**src/rtl/multiplier_with_memory.sv**
```systemverilog
// -----------------------------------------------------------------------------
// multiplier_with_memory
//   Looks up two unsigned operands in a fixed 8-entry ROM and multiplies them
//   with an iterative shift-add FSM (one multiplier bit per clock). The block
//   free-runs: every pass re-samples the addresses, forms the product and
//   registers it on d_out, where it is held until the next pass replaces it.
//
//   Pass: IDLE (1) -> LOAD (1) -> MULT (WIDTH) -> DONE (1) = 7 clocks default.
//
// Ports
//   clk    in   1         rising-edge clock
//   rst    in   1         asynchronous reset, active low
//   addr1  in   ADDR_W    ROM address of multiplicand A
//   addr2  in   ADDR_W    ROM address of multiplier B
//   d_out  out  2*WIDTH   product A*B of the last completed pass
// -----------------------------------------------------------------------------
module multiplier_with_memory #(
  parameter int WIDTH  = 4,
  parameter int ADDR_W = 3
) (
  input  logic                 clk,
  input  logic                 rst,
  input  logic [ADDR_W-1:0]    addr1,
  input  logic [ADDR_W-1:0]    addr2,
  output logic [2*WIDTH-1:0]   d_out
);

  localparam int CNT_W = (WIDTH > 1) ? $clog2(WIDTH) : 1;
  localparam int PW    = 2 * WIDTH;

  typedef enum logic [1:0] {
    IDLE,
    LOAD,
    MULT,
    DONE
  } state_e;

  state_e            state_q, state_d;
  logic [PW-1:0]     a_q, a_d;
  logic [PW-1:0]     b_q, b_d;
  logic [PW-1:0]     acc_q, acc_d;
  logic [PW-1:0]     d_out_q, d_out_d;
  logic [CNT_W-1:0]  cnt_q, cnt_d;

  logic [WIDTH-1:0]  rom_a;
  logic [WIDTH-1:0]  rom_b;
  logic [PW-1:0]     b_shift;

  // Constant lookup table; pure combinational decode, so there is no storage
  // to initialise or reset.
  function automatic logic [WIDTH-1:0] rom_read(input logic [ADDR_W-1:0] addr);
    logic [WIDTH-1:0] word;
    case (int'(addr))
      1:       word = WIDTH'(12);
      2:       word = WIDTH'(6);
      3:       word = WIDTH'(7);
      4:       word = WIDTH'(8);
      5:       word = WIDTH'(1);
      6:       word = WIDTH'(15);
      7:       word = WIDTH'(3);
      default: word = '0;
    endcase
    return word;
  endfunction

  assign rom_a = rom_read(addr1);
  assign rom_b = rom_read(addr2);

  // Current multiplier bit is bit 0 of b shifted down by the step count;
  // shifting avoids a narrow-index part-select into the wide register.
  assign b_shift = b_q >> cnt_q;

  always_comb begin
    // NOTE: every combinational output gets a default first so no path
    // through the case leaves a signal unassigned (which would infer a latch).
    state_d = state_q;
    a_d     = a_q;
    b_d     = b_q;
    acc_d   = acc_q;
    cnt_d   = cnt_q;
    d_out_d = d_out_q;

    unique case (state_q)
      IDLE: state_d = LOAD;

      LOAD: begin
        a_d     = {{WIDTH{1'b0}}, rom_a};
        b_d     = {{WIDTH{1'b0}}, rom_b};
        acc_d   = '0;
        cnt_d   = '0;
        state_d = MULT;
      end

      MULT: begin
        if (b_shift[0]) begin
          acc_d = acc_q + (a_q << cnt_q);
        end
        cnt_d = cnt_q + 1'b1;
        if (cnt_q == CNT_W'(WIDTH - 1)) begin
          state_d = DONE;
        end
      end

      DONE: begin
        d_out_d = acc_q;
        state_d = IDLE;
      end

      default: state_d = IDLE;
    endcase
  end

  // NOTE: state registers use non-blocking assignments so every flop samples
  // the pre-edge values of the others, independent of statement order.
  always_ff @(posedge clk or negedge rst) begin
    if (!rst) begin
      state_q <= IDLE;
      a_q     <= '0;
      b_q     <= '0;
      acc_q   <= '0;
      cnt_q   <= '0;
      d_out_q <= '0;
    end else begin
      state_q <= state_d;
      a_q     <= a_d;
      b_q     <= b_d;
      acc_q   <= acc_d;
      cnt_q   <= cnt_d;
      d_out_q <= d_out_d;
    end
  end

  assign d_out = d_out_q;

endmodule

```
**config.mk**
```make
export PLATFORM = sky130hd
export DESIGN_NAME = multiplier_with_memory
export DESIGN_NICKNAME = d
export VERILOG_FILES = /design/src/rtl/multiplier_with_memory.sv
export SDC_FILE = /design/constraint.sdc
export NUM_CORES = 1
export LEC_CHECK = 0
export ABC_AREA = 1
export CORE_MARGIN = 10
export CORE_UTILIZATION = 50
export DETAILED_ROUTE_END_ITERATION = 12
export DONT_BUFFER_PORTS = 1
export PLACE_DENSITY = 0.65
export SYNTH_ARGS = -nofsm -noshare
export SYNTH_HDL_FRONTEND = slang
export SYNTH_SLANG_ARGS = --single-unit
```
**constraint.sdc**
```tcl
create_clock -name clk -period 2.6 [get_ports clk]
set_input_delay 0.26 -clock clk [delete_from_list [all_inputs] [get_ports clk]]
set_output_delay 0.26 -clock clk [all_outputs]
set_load 0.1 [all_outputs]
```
## After elaboration in Yosys (flattened, before gate mapping)

Index checks and enable logic that the tools add are counted.

- Bits in registers: 28
- Input bits: 8
- Output and inout bits: 8
- Word-level logic and storage cells: 40

- Add/subtract/negate cells: 2
- Equality and inequality tests: 20
- Shift-type cells: 2
- Multiplexer cells: 7
- Reduce and logical (&&, ||, !) cells: 3

Operators by type and width:

| cell | count |
|---|---|
| case mux 4 bit (7 select lines) | 2 |
| equality test 3 bit, second input constant | 8 |
| case mux 8 bit (2 select lines) | 1 |
| equality test 3 x 2 -> 1 bit, second input constant | 4 |
| adder 8 bit | 1 |
| two-way mux 8 bit | 1 |
| case mux 2 bit (4 select lines) | 1 |
| << shifter 4 x 2 -> 8 bit | 1 |
| equality test 2 bit, second input constant | 3 |
| equality test 3 x 1 -> 1 bit, second input constant | 2 |
| != test 2 bit, second input constant | 2 |
| case mux 2 bit (2 select lines) | 1 |
| right shift 4 x 2 -> 1 bit | 1 |
| adder 2 x 1 -> 2 bit, second input constant | 1 |
| equality test 2 x 1 -> 1 bit, second input constant | 1 |
| zero test 2 bit | 1 |
| two-way mux 2 bit | 1 |
| AND reduction 2 bit | 1 |
| nonzero test 2 bit | 1 |

## Longest topological paths before layout

- Depth in word-level cells: 4
- Mapped depth: 12
- Mapped depth without buffers: 12

## Worst setup path before layout

No wires, ideal clock.

- Kind: reg2reg
- Start: register cnt_q[0]
- End: register acc_q[5]
- Setup time: 0.119 ns
- Data arrival time: 1.678 ns
- Data required time: 2.481 ns
- Slack: 0.803 ns
- Cell stages (with the launch flop): 11
- Path buffers: 1
- Period minus slack after synthesis: 1.797 ns
- Cell sequence: dfrtp_1 > buf_6 > o21ai_0 > o21ai_0 > ha_1 > a21oi_1 > nand2_1 > a21oi_1 > nand2_1 > nand2_2 > o21ai_2

- Longest elaborated chain between the ends: 4
- Elaborated cells on any way between the ends: 7
- Classes of those cells: 1 x add/sub; 1 x eq/ne; 2 x shift; 2 x mux; 1 x reduce/logical

Ends and longest elaborated chain:

| what | line | source |
|---|---|---|
| start, declared | 43 | `logic [CNT_W-1:0] cnt_q, cnt_d;` |
| start signal, assigned | 128 | `cnt_q <= cnt_d;` |
| << shifter 4 x 2 -> 8 bit | 96 | `acc_d = acc_q + (a_q << cnt_q);` |
| adder 8 bit | 96 |  |
| two-way mux 8 bit | 95 | `if (b_shift[0]) begin` |
| case mux 8 bit (2 select lines) | 83 | `unique case (state_q)` |
| end signal, assigned | 120 | `acc_q <= '0;` |
| end signal, assigned | 127 | `acc_q <= acc_d;` |
| end, declared | 41 | `logic [PW-1:0] acc_q, acc_d;` |

Several ways; a longest one is shown, not always the timed one. The select of a mux whose other input is x is not followed.
A chain may end at the register's enable or synchronous reset.

## Worst setup path in the final report

Ends and elaborated chain as after synthesis.

==> summary.md <==
| Metric | Value |
|---|---|
| Placed instance count | 233 |
| Setup Fix Bufs, Post-CTS | 0 |
| Buffers on Ports | 0 |
| Layout fillers | 289 |
| Synth Instances | 193 |
| I/O Pins | 16 |
| Core Area | 0.003103 sq mm |
| Cell Pwr Density | 719.9 mW/mm^2 |
| Most frequent cells in the layout | nand2_1 (33), dfrtp_1 (28), inv_1 (25) |
| Final Cycle Share | 81.12% |
| Post-Syn Area | 0.001649 sq mm |
| CTS HTree Levels | 1 |
| Initial Util | 53.15% |
| First-pass GRT wire length | 5.982 mm |
| CP required | 2.84 ns |
| Final min period | 2.109 ns |
| Initial detailed-routing violation count | 119 |
| Number of routed nets with antenna violations | 0 |
| CP max stage delay | 0.59 ns |
| Chip Width | 77.43 microns |
| Largest net degree at the start of global routing | 29 |
| Slew Limit Headroom | 39.09% |
| Int Power | 751.5 uW |
| Register area | 700.7 sq um |
| Wire length per cell | 14.31 microns |
| Non-Filler Instances | 239 |
| Die Y | 77.43 microns |
| Area of the multi-input gates | 810.8 sq um |
| Overall Power | 1264 uW |
| Gr usage total | 11.66% |
| Util after Layout | 56.57% |
| FF-to-FF setup slack | 0.49 ns |
| Slowest-stage cell, CP | dfrtp_1 |
| Cts bufs inserted | 3 |
| TNS Setup | 0 ns |
| RSZ-0062 raised after global routing | false |
| Leakage Power | 0.0008890 uW |
| Critical Path, Cell by Cell | inv_1, nand3_1, o21ai_0, ha_1, a21oi_1, nand2_1, a21oi_1, nand2_1, nand2_2, o21ai_2 |
| Via Count | 1256 |
| CTS Sinks | 28 |
| R2R cell count | 10 |
| Critical Path Source Type | register |
| Skew-Pair Late Insertion Delay | 0.33 ns |
| Clock buffer depth | 2 |
| Clock Pin Slew Worst Setup and Hold Paths | 0.16 ns |
| Critical R2R Launch | cnt_q[0]$_DFFE_PN0P_ |
| Peak VDD IR | 0.0003913 V |
| Clock power share | 23.0% |
| Final setup fails | 0 |
| Sw Pwr | 512.3 uW |
| Hold Crit Class | in -> reg |
| Drt via density | 5.255 |
| RR Endpoint | acc_q[5]$_DFFE_PN0P_ |
| Peak fanout along the critical path | 12 |
| Layout area overhead | 6.449% |
| Clk root buf | clkbuf_4 |
| Register area share after synthesis | 42.49% |
| Max Clock Skew | 0.002581 ns |
| Synth Register Bits | 28 |
| Maxcap violations | 0 |
| Fmax | 474.1 MHz |
| Die area | 0.005995 sq mm |
| CTS tree | done |
| Initial antenna violation count | 0 |
| Synth warn | 0 |
| Status | finished clean |
| Mapped Nets | 214 |
| Post-Syn Area per Cell | 8.544 sq um |
| Drt drc | 0 |
| Commonest non-fill, non-tap cell in the layout | nand2_1 |
| GRT overflow | 0 |
| Worst setup EP type | register |
| Worst-Margin Slew | 0.9136 ns |
| Hold EP | b_q[1]$_DFFE_PN0P_ |
| Fin nets | 217 |
| Routed WL | 3.420 mm |
| WS Path Type | reg -> reg |
| Hold Path Stages | 2 |
| Max-slew violations | 0 |
| Part of the power in combinational logic | 18.7% |
| Switching part of the total | 40.54% |
| Antenna cells | 0 |
| Gpl congestion | 0.9004 |
| Vias in the first global route | 1287 |
| Final Hold Vio Count | 0 |
| Netlist cell types | 25 |
| Critical Path AT | 2.35 ns |
| Sequential power share | 58.3% |
| CP Buf/Inv Count | 1 |
| Layout cells sized above 1 | 11.79% |
| Detailed-router iteration count before antenna repair | 5 |
| Worst hold slack | 0.04294 ns |
| CP top delay family | flip-flops |
| HP Start | addr2[1] |
| HPWL after detailed placement | 2.659 mm |
| Site Rows | 20 |
==> state kept, by name, indices dropped and copies added (netlist names) <==
| name | count |
|---|---|
| b_q | 4 |
| d_out | 8 |
| acc_q | 8 |
| state_q | 2 |
| a_q | 4 |
| cnt_q | 2 |
==> layout make-up <==
cell class | instances | area share (%)
well taps | 44 | 3.136
multi-input cells | 134 | 46.19
repair buffers | 2 | 1.711
flip-flops and latches | 28 | 39.91
clock buffers | 3 | 1.283
inverters | 27 | 6.058
clock inverters | 1 | 1.711
==> power groups by stage <==
stage | Sequential, uW | Combinational, uW | Clock [uW]
finish | 737 | 236 | 290
global route | 749 | 272 | 320
global placement | 747 | 213 | 0
floorplan | 731 | 187 | 0
detailed placement | 749 | 221 | 0
CTS | 739 | 237 | 296
==> synth_stat cells (all sizes together) <==
cell / number / area share, %
nand2: 40 / 11
dfrtp: 28 / 42
inv: 27 / 6.4
nand3: 18 / 6.1
o21ai: 16 / 5.1
a21oi: 15 / 4.6
nor2: 14 / 3.2
ha: 12 / 9.1
o22ai: 5 / 2.7
mux2: 4 / 2.7
buf: 3 / 1.7
nand4: 3 / 1.1
nor3: 2 / 0.61
xnor2: 2 / 1.1
clkbuf: 1 / 0.23
fa: 1 / 1.2
mux2i: 1 / 0.61
or2: 1 / 0.38
==> metrics by stage <==
stage                     area, sq um  setup slack, ns
after floorplan                  1649           0.8030
after global placement           1673           0.5895
after detailed placement         1673           0.5284
after CTS                        1755           0.5155
after global routing             1755           0.2510
final                            1755           0.4909
==> cells by family (layout without fill, tap and decap cells) <==
family,after synthesis,after routing,share of synthesized area (%)
buffers and inverters,31,33,8.345
multiplexers,5,5,3.338
AO/OA/AOI/OAI,36,36,12.29
adder cells (fa/ha/maj),13,13,10.32
AND/OR/NAND/NOR,78,78,22.16
flip-flops,28,28,42.49
XOR/XNOR,2,2,1.062
==> layer usage <==
layer	share of wire [%]	vias to the layer above	wire length (microns)	track usage [%]
met4	0.26	0	9	2.190
met3	5.1	2	176	2.650
met2	50	22	1694	20.15
li1	-	644	-	-
met1	45	588	1539	14.55
met5	0	-	0	0
==> worst reg2reg max path, cell delays in order, from the launching register on <==
cell     delay (ns)
dfrtp_1        0.59
inv_1          0.20
nand3_1        0.10
o21ai_0        0.12
ha_1           0.37
a21oi_1        0.14
nand2_1        0.12
a21oi_1        0.19
nand2_1        0.08
nand2_2        0.06
o21ai_2        0.05
==> worst max-delay path by stage <==
| stage | cells after the start | from | slack [ns] | to |
|---|---|---|---|---|
| 6_report | 10 | cnt_q[0]$_DFFE_PN0P_ | 0.49 | acc_q[5]$_DFFE_PN0P_ |
| 4_1_cts | 10 | cnt_q[0]$_DFFE_PN0P_ | 0.52 | acc_q[5]$_DFFE_PN0P_ |
| 5_1_grt | 10 | cnt_q[0]$_DFFE_PN0P_ | 0.25 | acc_q[5]$_DFFE_PN0P_ |
| 3_5_place_dp | 9 | cnt_q[0]$_DFFE_PN0P_ | 0.53 | acc_q[5]$_DFFE_PN0P_ |
| 3_3_place_gp | 9 | cnt_q[0]$_DFFE_PN0P_ | 0.59 | acc_q[5]$_DFFE_PN0P_ |
| 2_1_floorplan | 10 | cnt_q[0]$_DFFE_PN0P_ | 0.80 | acc_q[5]$_DFFE_PN0P_ |
==> timing repair <==
item | CTS | global route
endpoints found under the hold margin | 28 | 0
gates resized for setup | 0 | 0
hold buffers | 2 | 0
Note: power is estimated with default switching activity, not from simulation.
